[src/rtl/rr_vc_scheduler.sv]
// rr_vc_scheduler: work-conserving round-robin scheduler moving words from
// 4 input VC FIFOs to 4 output FIFOs. Each cycle it grants at most one non-empty
// source whose destination (2 MSBs of its head word) is not almost-full. The grant
// pops combinationally and the word is pushed to its output FIFO one cycle later.
//
// Optional feature: define RR_STATS_EN to build per-output push counters;
// without it cnt_0..3 are tied to 0.
//
// Ports:
//   clk, reset            rising-edge clock, synchronous active-high reset
//   arb_en                1 = scheduling allowed
//   in_empty[3:0]         input FIFO empty flags
//   in_data_0..3          show-ahead head words of the input FIFOs
//   out_almost_full[3:0]  output FIFO almost-full flags
//   pop[3:0]              combinational one-hot/zero pop of the granted input
//   push[3:0]             registered one-hot/zero push into the output FIFO bank
//   out_data              registered word for the output FIFO bank
//   state[1:0]            00 IDLE, 01 ACTIVE, 10 HOLD, 11 DISABLED
//   stall_err             sticky: HOLD persisted for HOLD_TIMEOUT cycles
//   cnt_0..3              words pushed per output (RR_STATS_EN)
module rr_vc_scheduler #(
  parameter int unsigned DATA_W       = 10,
  parameter int unsigned HOLD_TIMEOUT = 64,
  parameter int unsigned CNT_W        = 16
) (
  input  logic              clk,
  input  logic              reset,
  input  logic              arb_en,
  input  logic [3:0]        in_empty,
  input  logic [DATA_W-1:0] in_data_0,
  input  logic [DATA_W-1:0] in_data_1,
  input  logic [DATA_W-1:0] in_data_2,
  input  logic [DATA_W-1:0] in_data_3,
  input  logic [3:0]        out_almost_full,
  output logic [3:0]        pop,
  output logic [3:0]        push,
  output logic [DATA_W-1:0] out_data,
  output logic [1:0]        state,
  output logic              stall_err,
  output logic [CNT_W-1:0]  cnt_0,
  output logic [CNT_W-1:0]  cnt_1,
  output logic [CNT_W-1:0]  cnt_2,
  output logic [CNT_W-1:0]  cnt_3
);

  localparam int unsigned NSRC = 4;
  localparam int unsigned HC_W = $clog2(HOLD_TIMEOUT + 1);

  typedef enum logic [1:0] {
    ST_IDLE     = 2'b00,
    ST_ACTIVE   = 2'b01,
    ST_HOLD     = 2'b10,
    ST_DISABLED = 2'b11
  } state_t;

  state_t            state_q, state_d;
  logic [DATA_W-1:0] data [NSRC];
  logic [1:0]        dest [NSRC];
  logic [3:0]        elig;
  logic [1:0]        ptr;
  logic [1:0]        idx;
  logic              gnt_valid;
  logic [1:0]        gnt_idx;
  logic [HC_W-1:0]   hold_cnt;

  assign data[0] = in_data_0;
  assign data[1] = in_data_1;
  assign data[2] = in_data_2;
  assign data[3] = in_data_3;
  assign state   = state_q;

  // Eligibility: enabled, source has a word, its destination can accept it.
  always_comb begin
    for (int i = 0; i < NSRC; i++) begin
      dest[i] = data[i][DATA_W-1 -: 2];
      elig[i] = !reset && arb_en && !in_empty[i] && !out_almost_full[dest[i]];
    end
  end

  // Rotating search starting at ptr; first eligible source wins and is popped.
  always_comb begin
    gnt_valid = 1'b0;
    gnt_idx   = 2'd0;
    idx       = 2'd0;
    pop       = 4'b0000;
    for (int i = 0; i < NSRC; i++) begin
      idx = ptr + 2'(i);
      if (!gnt_valid && elig[idx]) begin
        gnt_valid = 1'b1;
        gnt_idx   = idx;
      end
    end
    if (gnt_valid) pop = 4'b0001 << gnt_idx;
  end

  // Next-state decode in priority order.
  always_comb begin
    state_d = ST_IDLE;
    if (!arb_en)          state_d = ST_DISABLED;
    else if (|elig)       state_d = ST_ACTIVE;
    else if (!(&in_empty)) state_d = ST_HOLD;
  end

  always_ff @(posedge clk) begin
    if (reset) state_q <= ST_IDLE;
    else       state_q <= state_d;
  end

  // Output register, pointer advance and HOLD watchdog.
  always_ff @(posedge clk) begin
    if (reset) begin
      push      <= 4'b0000;
      out_data  <= '0;
      ptr       <= 2'd0;
      hold_cnt  <= '0;
      stall_err <= 1'b0;
    end else begin
      push <= 4'b0000;
      if (gnt_valid) begin
        out_data <= data[gnt_idx];
        push     <= 4'b0001 << dest[gnt_idx];
        ptr      <= gnt_idx + 2'd1;
      end
      if (state_d == ST_HOLD) begin
        if (hold_cnt != HC_W'(HOLD_TIMEOUT)) hold_cnt <= hold_cnt + HC_W'(1);
        if (hold_cnt >= HC_W'(HOLD_TIMEOUT - 1)) stall_err <= 1'b1;
      end else begin
        hold_cnt <= '0;
      end
    end
  end

`ifdef RR_STATS_EN
  logic [CNT_W-1:0] cnt_q [NSRC];

  // Per-output push counters, wrapping.
  always_ff @(posedge clk) begin
    if (reset) begin
      for (int i = 0; i < NSRC; i++) cnt_q[i] <= '0;
    end else begin
      for (int i = 0; i < NSRC; i++) begin
        if (push[i]) cnt_q[i] <= cnt_q[i] + CNT_W'(1);
      end
    end
  end

  assign cnt_0 = cnt_q[0];
  assign cnt_1 = cnt_q[1];
  assign cnt_2 = cnt_q[2];
  assign cnt_3 = cnt_q[3];
`else
  assign cnt_0 = '0;
  assign cnt_1 = '0;
  assign cnt_2 = '0;
  assign cnt_3 = '0;
`endif

endmodule

[config.mk]
export PLATFORM = sky130hd
export DESIGN_NAME = rr_vc_scheduler
export DESIGN_NICKNAME = d
export VERILOG_FILES = /design/src/rtl/rr_vc_scheduler.sv
export SDC_FILE = /design/constraint.sdc
export NUM_CORES = 1
export LEC_CHECK = 0
export ABC_AREA = 0
export CAP_MARGIN = 0
export CORE_ASPECT_RATIO = 1.4
export CORE_UTILIZATION = 39
export CTS_CLUSTER_SIZE = 28
export DETAILED_ROUTE_END_ITERATION = 6
export GPL_TIMING_DRIVEN = 0
export PLACE_DENSITY = 0.87
export SLEW_MARGIN = 20
export SYNTH_ARGS = -nofsm -noshare
export SYNTH_HDL_FRONTEND = slang
export SYNTH_SLANG_ARGS = --single-unit
[constraint.sdc]
create_clock -name clk -period 8.3 [get_ports clk]
set_input_delay 2.075 -clock clk [delete_from_list [all_inputs] [get_ports clk]]
set_output_delay 2.075 -clock clk [all_outputs]
set_load 0.05 [all_outputs]
==> summary.md <==
- **detailed-router iteration count before antenna repair** 4
- **RSZ-0062 raised after global routing** no
- **most used standard cells in the synthesized netlist** buf_4 (64), dfxtp_1 (26), mux2i_1 (17)
- **fraction of the yosys area taken by sequential cells** 0.2555
- **clock root buffer** clkbuf_8
- **worst min path class** flip-flop to flip-flop
- **setup slack after placement** 0.5925 ns
- **distinct cell type count after synthesis** 51
- **worst-case clock buffer depth** 2
- **count of final setup violators** 0
- **cell depth of the worst min-delay path** 2
- **endpoint arrival time on the critical path** 5.66 ns
- **Fill cells** 424
- **FF/Latch Area** 520.5 µm²
- **cell with the most instances after synthesis** buf_4
- **total global routing overflow** 0
- **number of enable flip-flop cells after synthesis** 0
- **capturing element type of the critical path** output pin
- **Port Buffers** 71
- **start-to-end type of the worst setup path** primary input to output pin
- **Yosys Warn Count** 0
- **fin util** 0.6377
- **required time of the critical path** 6.23 ns
- **result of the run** complete, no violations
- **most area-hungry cell type in the Yosys netlist** dfxtp_1
- **worst clock skew** 0.002534 ns
- **count of placed standard cells including taps** 420
- **static leakage** 1.538 nW
- **final critical-path share of the clock period** 0.9319
- **launching element type of the critical path** primary input
- **area of the mapped netlist** 2037 µm²
- **total setup buffers inserted after CTS** 0
- **Routed WL per cell** 11.20 µm
- **Die Height** 87.51 µm
- **Final Wtd Congestion** 0.9132
- **synthesized instance count** 222
- **placeable core area** 4917 µm²
- **R2R Setup Slk** 5.75 ns
- **Iteration-0 DRC Markers** 66
- **std cell rows** 30
- **initial core utilization** 0.4142
- **count of inserted antenna diode cells** 0
- **drc violations** 0
- **Non-Filler Cell Area, Final** 3136 µm²
- **count of boundary I/O pins** 136
- **hold-fix buffer count after cts** 0
- **number of nets in the layout** 418
- **number of max-cap violations** 0
- **number of clock sinks** 26
- **count of cells resized by post-cts repair** 0
- **largest cells by area after synthesis** dfxtp_1 (26%), buf_4 (24%), mux2i_1 (8.4%)
- **area taken by multi-input logic gates** 1211 µm²
- **FF+latch count, synth** 26
- **clk slew on worst S/H paths** 0.09 ns
- **initial antenna violation count** 0
- **total power per unit cell area** 153.2 nW/µm²
- **Main synth FF type** dfxtp_1
- **Worst-Margin Slew** 0.9000 ns
- **layout cell share with drive strength beyond 1** 0.2444
- **Setup Total Neg Slack** 0 ns
- **maximum number of pins on one net before global-route repair** 16
- **post-synth top area share** 0.2555
- **CTS tree** done
- **CTS buffer count** 3
- **post-route ant nets** 0
- **overall track demand over capacity in global routing** 0.1783
- **first-pass GRT wire length** 7845 µm
- **headroom to the max-slew limit** 0.3945
- **number of max-slew violations in the final report** 0
- **timing-limited maximum frequency** 0.1293 GHz
- **Crit Path Max Fanout** 11
- **number of global-route vias before repair** 1788
- **maximum VDD drop** 0.0001002 V
- **area after detailed placement** 3064 µm²
- **layout-stage area growth over the synthesis result** 53.93%
- **vias per cell** 4.401
- **synthesized area per cell** 9.175 µm²
- **depth of the most critical reg-to-reg path** 8
- **total number of vias** 1866
- **die area** 5520 µm²
- **Skew-Pair Late Insertion Delay** 0.27 ns
- **routed wire length** 4747 µm
- **deepest level of the CTS H-tree** 1
- **die width** 63.08 µm
- **clock period minus worst slack** 7.735 ns
- **number of hold violations in the final report** 0
- **final std cells w/o fill** 424
- **PnR worst setup slack** 0.5653 ns
- **half-perimeter wire length after detailed placement** 3990 µm
- **async set or reset register ratio after synthesis** 0
==> through the flow <==
step	power (mW)	hold slack, ns
floorplan	0.3178	0.4930
global placement	0.3754	0.4433
detailed placement	0.3780	0.4508
CTS	0.4817	0.4709
global route	0.5035	0.5068
finish	0.4805	0.4700
==> path summary, 6_finish.rpt <==
kind	startpoint	endpoint
worst min-delay path	out_data[4]	out_data[4]
worst min register to register	out_data[4]	out_data[4]
worst max register to register	ptr[1]	ptr[1]
worst max-delay path	in_data_2[8]	pop[2]
==> cell usage in the layout, fill, tap and decap left out, types with 2 or more instances in the layout <==
cell type,instances
nor2b_1,5
nor3_1,2
nand3b_1,2
mux2i_1,17
and3_1,3
xnor2_1,2
nor2_1,12
o221ai_1,8
clkbuf_8,3
clkdlybuf4s50_1,71
mux4_2,5
buf_4,64
o21ai_0,4
nand2_1,11
xor2_1,4
clkbuf_1,2
or3b_2,2
nand3_1,5
inv_1,6
ha_1,6
dfxtp_1,26
nor3b_2,2
conb_1,64
nor4_1,2
a21oi_1,3
==> state kept, by name, indices dropped and copies added (netlist names) <==
name,flops
hold_cnt,7
out_data,10
push,4
stall_err,1
ptr,2
state,2
==> routing by layer <==
layer / track usage / share of wire / vias up
met5: 0 / 0 / -
met4: 0.06342 / 0.016 / 0
met3: 0.05105 / 0.12 / 8
met2: 0.3519 / 0.51 / 114
met1: 0.1734 / 0.35 / 811
li1: - / - / 933
==> logic make-up (layout without fill, tap and decap cells) <==
| group | Yosys count | in the layout | share of synthesized area |
|---|---|---|---|
| buffers and inverters | 76 | 151 | 0.2660 |
| and+or+nand+nor | 56 | 56 | 0.1579 |
| AOI/OAI and AO/OA | 28 | 28 | 0.1118 |
| DFF | 26 | 26 | 0.2555 |
| muxes | 23 | 23 | 0.1443 |
| adders and majority gates | 6 | 6 | 0.03685 |
| xor gates and xnor gates | 6 | 6 | 0.02580 |
| other | 1 | 64 | 0.001841 |
==> report_power, final <==
part	total, mW	internal [mW]	leakage [nW]	switching (mW)
clock network	0.104	0.0645	0.0357	0.0393
logic	0.233	0.0849	1.29	0.148
registers	0.144	0.137	0.213	0.00674
total	0.480	0.286	1.54	0.194
==> critical path: stages <==
cell and delay [ns]:
clkdlybuf4s50_1 0.52, mux4_2 0.56, or2_1 0.29, o31ai_1 0.45, nand2_1 0.18, clkbuf_1 0.30
inv_1 0.17, ha_1 0.15, nor2b_1 0.13, clkdlybuf4s50_1 0.83
==> final cells by class <==
cell class / instances / share of cell area
clock inverter: 1 / 0.009577
timing repair buffer: 71 / 0.2267
clock buffer: 3 / 0.01317
sequential: 26 / 0.1660
multi-input combinational: 183 / 0.3863
inverter: 7 / 0.01077
tap: 64 / 0.02554
buffer: 69 / 0.1620
Power figures use the tool's default switching activity.
